File: src/rtl/fetch_unit.sv
// fetch_unit: instruction-fetch stage of the single-issue MIPS pipeline.
// Owns the PC, drives the combinational instruction memory and captures the
// returned word into the IF/ID register. Handles stall, branch/jump redirect
// (squashing the wrong-path fetch), halt, and a saturating fetch counter.
//
// Ports:
//   clk, rst            rising-edge clock, synchronous active-high reset
//   pc                  registered word address to instruction memory
//   instruction         word returned by memory for pc (same cycle)
//   stall               hold pc and IF/ID
//   branch_taken        taken branch in ID; target = if_id_pc_plus1 + offset
//   branch_offset       sign-extended branch immediate (words)
//   jump, jump_target   absolute jump in ID
//   halt_req            stop fetching (exits only on rst)
//   if_id_instruction   IF/ID instruction word
//   if_id_pc_plus1      IF/ID address of fetched word + 1
//   if_id_valid         IF/ID holds a real instruction
//   halted              fetch stopped
//   fetch_count         saturating count of instructions delivered to IF/ID
module fetch_unit #(
  parameter logic [7:0]  RESET_PC    = 8'd0,
  parameter int unsigned COUNT_WIDTH = 16
) (
  input  logic                   clk,
  input  logic                   rst,
  output logic [7:0]             pc,
  input  logic [31:0]            instruction,
  input  logic                   stall,
  input  logic                   branch_taken,
  input  logic [15:0]            branch_offset,
  input  logic                   jump,
  input  logic [7:0]             jump_target,
  input  logic                   halt_req,
  output logic [31:0]            if_id_instruction,
  output logic [7:0]             if_id_pc_plus1,
  output logic                   if_id_valid,
  output logic                   halted,
  output logic [COUNT_WIDTH-1:0] fetch_count
);

  typedef enum logic {RUN, HALT} state_t;

  state_t                 state, state_next;
  logic [7:0]             pc_next;
  logic [31:0]            ins_next;
  logic [7:0]             pc_plus1_next;
  logic                   valid_next;
  logic [COUNT_WIDTH-1:0] count_next;
  logic                   redirect;

  // Only the low byte of the offset matters with 8-bit modulo addressing.
  logic unused_offset_hi;
  assign unused_offset_hi = ^branch_offset[15:8];

  assign redirect = branch_taken | jump;
  assign halted   = (state == HALT);

  always_comb begin
    state_next    = state;
    pc_next       = pc;
    ins_next      = if_id_instruction;
    pc_plus1_next = if_id_pc_plus1;
    valid_next    = if_id_valid;
    count_next    = fetch_count;
    case (state)
      RUN: begin
        // PC update: redirect beats stall; branch beats jump.
        if (branch_taken)
          pc_next = if_id_pc_plus1 + branch_offset[7:0];
        else if (jump)
          pc_next = jump_target;
        else if (!stall)
          pc_next = pc + 8'd1;

        // IF/ID update: halt and redirect both load a bubble.
        if (halt_req || redirect) begin
          ins_next      = '0;
          pc_plus1_next = '0;
          valid_next    = 1'b0;
          if (halt_req)
            state_next = HALT;
        end else if (!stall) begin
          ins_next      = instruction;
          pc_plus1_next = pc + 8'd1;
          valid_next    = 1'b1;
          if (fetch_count != '1)
            count_next = fetch_count + COUNT_WIDTH'(1);
        end
      end
      HALT: begin
        ins_next      = '0;
        pc_plus1_next = '0;
        valid_next    = 1'b0;
      end
      default: state_next = RUN;
    endcase
  end

  always_ff @(posedge clk) begin
    if (rst) begin
      state             <= RUN;
      pc                <= RESET_PC;
      if_id_instruction <= '0;
      if_id_pc_plus1    <= '0;
      if_id_valid       <= 1'b0;
      fetch_count       <= '0;
    end else begin
      state             <= state_next;
      pc                <= pc_next;
      if_id_instruction <= ins_next;
      if_id_pc_plus1    <= pc_plus1_next;
      if_id_valid       <= valid_next;
      fetch_count       <= count_next;
    end
  end

endmodule

File: config.mk
export PLATFORM = sky130hd
export DESIGN_NAME = fetch_unit
export DESIGN_NICKNAME = d
export VERILOG_FILES = /design/src/rtl/fetch_unit.sv
export SDC_FILE = /design/constraint.sdc
export NUM_CORES = 1
export LEC_CHECK = 0
export CELL_PAD_IN_SITES_DETAIL_PLACEMENT = 0
export CELL_PAD_IN_SITES_GLOBAL_PLACEMENT = 2
export CORE_MARGIN = 5
export CORE_UTILIZATION = 24
export CTS_CLUSTER_DIAMETER = 150
export DETAILED_ROUTE_END_ITERATION = 8
export PLACE_DENSITY = 0.77
export SETUP_SLACK_MARGIN = 0.05
export SYNTH_ARGS = -nofsm -noshare
export SYNTH_HDL_FRONTEND = slang
export SYNTH_SLANG_ARGS = --single-unit
File: constraint.sdc
create_clock -name clk -period 2.2 [get_ports clk]
set_clock_uncertainty 0.2 [all_clocks]
set_input_delay 0.33 -clock clk [delete_from_list [all_inputs] [get_ports clk]]
set_output_delay 0.33 -clock clk [all_outputs]
set_load 0.1 [all_outputs]
After elaboration in Yosys (flattened, before gate mapping)
Index checks and enable logic that the tools add are counted.
W data, S select, Z words.
{ "totals": {"mem_bits_ro": 0, "ramBits": 0, "register_bits": 66, "inputBits": 62, "output_inout_bits": 66, "latchBits": 0, "mem_count": 0} }
{ "op_classes": {"add_sub_neg": 3, "n_lt_le_gt_ge": 0, "n_eq_ne": 3, "reduce_logical": 3, "n_bitwise": 4, "n_div": 0, "shifts": 0, "mux": 14, "multipliers": 0} }
{ "ops": {"columns": ["op", "count"], "rows": [
  ["$mux W32", 2],
  ["$pmux W32 S2", 1],
  ["$mux W8", 4],
  ["$add A16 B1 Y16 const B", 1],
  ["$ne A16 B16 Y1 const B", 1],
  ["$pmux W8 S2", 1],
  ["$add A8 B1 Y8 const B", 1],
  ["$add A8 B8 Y8", 1],
  ["$mux W1", 5],
  ["$reduce_and A4 Y1", 1],
  ["$ne A3 B1 Y1 const B", 1],
  ["$ne A3 B3 Y1 const B", 1],
  ["$not A1 Y1", 3],
  ["$pmux W1 S2", 1],
  ["$reduce_and A2 Y1", 1],
  ["$logic_or A1 B1 Y1", 1],
  ["$or A1 B1 Y1", 1]
]} }

Depth between registers and ports, before layout
{ "logic_depth": {"depth_word": 4, "depth_mapped": 8, "depth_no_buf": 8} }

Worst setup path after synthesis
No wires, ideal clock.
{ "synth_path": {"path_kind": "register -> register", "from": "register if_id_pc_plus1[0]", "to": "register pc[4]", "path_slack_ns": -0.506, "required_time_ns": 1.914, "setup_ns": 0.086, "path_stages_with_launch": 9, "t_arrival_ns": 2.420, "path_cell_list": "dfxtp_1 ha_1 inv_1 fa_1 nand2b_1 a21oi_1 nor2_1 o31a_1 a211oi_1"} }
{ "synth_via": {"elab_chain_cells": 2} }
{ "synth_lines": {"columns": ["element", "line", "source"], "rows": [
  ["from (decl)", "35", "output logic [7:0] if_id_pc_plus1,"],
  ["from (signal assigned)", "111", "if_id_pc_plus1 <= pc_plus1_next;"],
  ["$add A8 B8 Y8", "69", "pc_next = if_id_pc_plus1 + branch_offset[7:0];"],
  ["$mux W8", "68", "if (branch_taken)"],
  ["to (signal assigned)", "109", "pc <= pc_next;"],
  ["to (decl)", "26", "output logic [7:0] pc,"]
]} }
No other way between the ends.
A chain may end at the register's enable or synchronous reset.

Final worst setup path
{ "layout_path": {"from": "input port branch_taken", "to": "register fetch_count[13]"} }
{ "layout_via": {"elab_chain_cells": 4} }
{ "layout_lines": {"columns": ["element", "line", "source"], "rows": [
  ["from (decl)", "29", "input logic branch_taken,"],
  ["$or A1 B1 Y1", "55", "assign redirect = branch_taken | jump;"],
  ["$logic_or A1 B1 Y1", "76", "if (halt_req || redirect) begin"],
  ["$not A1 Y1 (no source line)", null, null],
  ["$reduce_and A4 Y1 (no source line)", null, null],
  ["to (signal assigned)", "113", "fetch_count <= count_next;"],
  ["to (decl)", "38", "output logic [COUNT_WIDTH-1:0] fetch_count"]
]} }
No other way between the ends.

==> results.yml <==
status:
  status: "finished clean"
job:
  max_cap_violations: 0
global_routing:
  grt-ovfl-total: 0
  grt_pass1_wl_um: 15000
  grt_max_degree: 42
  antenna_found_initial: 0
  grt_use_total_pct: 12.7
  first_global_vias: 2975
die:
  die_h_um: 124
  start_util_pct: 24.6
  core_area_um2: 12700
  fp-row-count: 41
  pin_count: 128
  dieArea_um2: 15400
  die_w_um: 124
worst_setup_path:
  critPathArrivalTime_ns: 2.12
  worstSetupStartpointType: "input port"
  worstPathMaxFanout: 5
  rrSetupSlack_ns: 0.23
  cp.required_ns: 2.23
  rr_worst_depth: 5
  r2r-end: "fetch_count[13]$_SDFFE_PP0P_"
  worstSetupPathType: "input port to register"
  reg2reg_from: "halted$_SDFF_PP0_"
  cp-end-kind: "register"
yosys:
  ys.warnings.count: 0
  synth_common_cells: "nor2_1, dfxtp_1, mux2i_1, nand2_1, clkbuf_1"
  yosys.cell_count.top_type: "nor2_1"
  syn_inst: 342
  yosys_most_used_dff: "dfxtp_1"
  synth_edf_count: 0
  seq_area_frac_synth_pct: 42.2
  synth-seq-cells: 66
  syn_area_um2: 3130
  avgSynthCellArea_um2: 9.15
  synth.area.top_cells: "dfxtp_1, mux2i_1, nor2_1"
  yosysTopAreaCell: "dfxtp_1"
  synthArstFlopShare_pct: 0
  syn_nets: 414
  ys_types: 52
  synth_top_area_share_pct: 42.2
pwr:
  seq_power_share_pct: 38.4
  p_switching_uw: 879
  p_int_mw: 2.37
  comb_power_share_pct: 16.4
  power_density_nw_per_um2: 664
  sw_frac_of_total_pct: 27.0
  ir_worst_vdd_v: 0.000343
  clkPwrFrac_pct: 45.2
  p_leak_nw: 2.12
placed_design:
  gp_congestion: 0.774
  io_buffers: 119
  hpwl_um: 7110
  preCtsSetupSlack_ns: -0.323
clock_network:
  clock-sinks: 66
  cts_buffer_depth: 2
  cts.clk_slew.worst_paths_ns: 0.06
  cts_hold_buf: 0
  clock_latency_ns: 0.34
  cts_max_level: 3
  cts_buffers: 9
  root_buffer: "clkbuf_16"
  cts_tree: "done"
hold_path:
  hold_path_end: "if_id_valid$_SDFFE_PP0P_"
  hold_path_depth: 2
  hp-start: "if_id_valid$_SDFFE_PP0P_"
  hold_path.class: "register to register"
cells_and_area:
  drive_gt1_share_pct: 32.0
  area_growth_pct: 56.5
  n_antenna_cell: 0
  seqCellArea_um2: 1360
  fillers: 1354
  nets: 552
  multi_input_area_um2: 1760
sta:
  fmax_mhz: 478
  finalCriticalPeriod_ns: 2.09
  relSlewSlack_pct: 70.6
  finalHoldViolCount: 0
  fin_crit_sh_pct: 95.1
  setup_violations: 0
  worst_slack_ns: 0.109
  tightest_slew_ns: 0.441
  rsz0062_at_grt: "true"
  fin_hold_ws_ns: 0.242
  slew_violations: 0
route:
  num_vias: 2918
  wl_um: 9550
  first_pass_iters: 4
  ant_nets: 0
  met3_length_um: 679
  dr_wl_met2_um: 4550
  wl_per_cell_um: 14.5
  top_layer: "met4"
  wl_met1_um: 4190
  drc_errors: 0
  drt_iter0_markers: 87
  viasPerCell: 4.44
## cells in the final DEF, fill, tap and decap left out, types with 3 or more instances in the layout
cell type        count
a211oi_1             3
a21oi_1              7
a31oi_1              3
and3_1               3
and4_1               3
buf_4               87
clkbuf_16            9
clkdlybuf4s50_1     52
dfxtp_1             36
dfxtp_2             28
ha_1                 8
inv_1                8
mux2i_1             38
nand2_1             15
nand2b_1             4
nand3_1              5
nor2_1              69
nor2b_1              5
nor3_1              10
o211ai_1             9
o21ai_0              6
xnor2_1              8
xor2_1              10
## cell type report
cell class / instances / share of cell area (%)
flip-flops and latches: 66 / 27.8
inverters: 9 / 0.690
well taps: 172 / 4.39
clock inverters: 4 / 0.996
repair buffers: 142 / 24.9
multi-input cells: 252 / 36.0
clock buffers: 12 / 5.24
## sequential cells by signal (all words and copies together), names as in the netlist
signal and flops:
if_id_instruction 32, if_id_valid 1, pc 8, halted 1, if_id_pc_plus1 8, fetch_count 16
## power by group through the flow
stage	Combinational [mW]	Sequential, mW	Clock (mW)
final	0.534	1.25	1.47
after global routing	0.568	1.25	1.58
after CTS	0.534	1.25	1.54
after detailed placement	0.531	1.27	0
after global placement	0.531	1.27	0
after floorplan	0.163	1.43	0
## through the flow
stage / utilization (%) / cells / total power, mW / area, um^2 / TNS [ns]
2_1_floorplan: - / 342 / 1.59 / 3170 / 0
3_3_place_gp: 35.8 / 641 / 1.80 / 4550 / -3.54
3_5_place_dp: 35.8 / 641 / 1.80 / 4550 / -3.99
4_1_cts: 38.2 / 657 / 3.32 / 4860 / 0
5_1_grt: 38.5 / 657 / 3.40 / 4900 / 0
6_report: 38.5 / 657 / 3.25 / 4900 / 0
## repair_timing
item | 4_1_cts | 5_1_grt
setup buffers | 0 | 0
gates resized for setup | 1 | 7
endpoints found under the setup margin | 1 | 5
pin swaps | 0 | 6
## logic make-up (layout without fill, tap and decap cells)
group	Yosys count	after routing	synth area share (%)
adders and majority gates	10	10	4.24
buffers and inverters	24	167	2.96
AOI/OAI and AO/OA	49	49	11.1
DFF	66	66	42.2
and+or+nand+nor	134	134	21.3
muxes	40	40	12.9
xor gates and xnor gates	19	19	5.32
## how the worst max path moves through the flow
| stage | start | to | slack (ns) | depth (start not counted) |
|---|---|---|---|---|
| 6_report | branch_taken | fetch_count[13]$_SDFFE_PP0P_ | 0.11 | 6 |
| 3_3_place_gp | branch_offset[0] | pc[4]$_SDFFE_PP0P_ | -0.30 | 9 |
| 4_1_cts | branch_offset[0] | pc[4]$_SDFFE_PP0P_ | 0.08 | 9 |
| 3_5_place_dp | branch_offset[0] | pc[4]$_SDFFE_PP0P_ | -0.32 | 9 |
| 5_1_grt | branch_offset[1] | pc[7]$_SDFFE_PP0P_ | 0.04 | 8 |
| 2_1_floorplan | if_id_pc_plus1[0]$_SDFFE_PP0P_ | pc[4]$_SDFFE_PP0P_ | 0.004 | 8 |
## critical path, cell delays in order
cell	delay, ns
clkdlybuf4s50_1	0.44
or4_4	0.55
and4bb_2	0.38
and4bb_2	0.25
xnor2_1	0.11
nor2_1	0.05
## metal layers
layer | GRT usage (%) | up-vias
met4 | 4.52 | 0
met1 | 14.8 | 1341
li1 | - | 1490
met3 | 5.13 | 12
met5 | 0 | -
met2 | 21.3 | 75
Power figures use the tool's default switching activity.
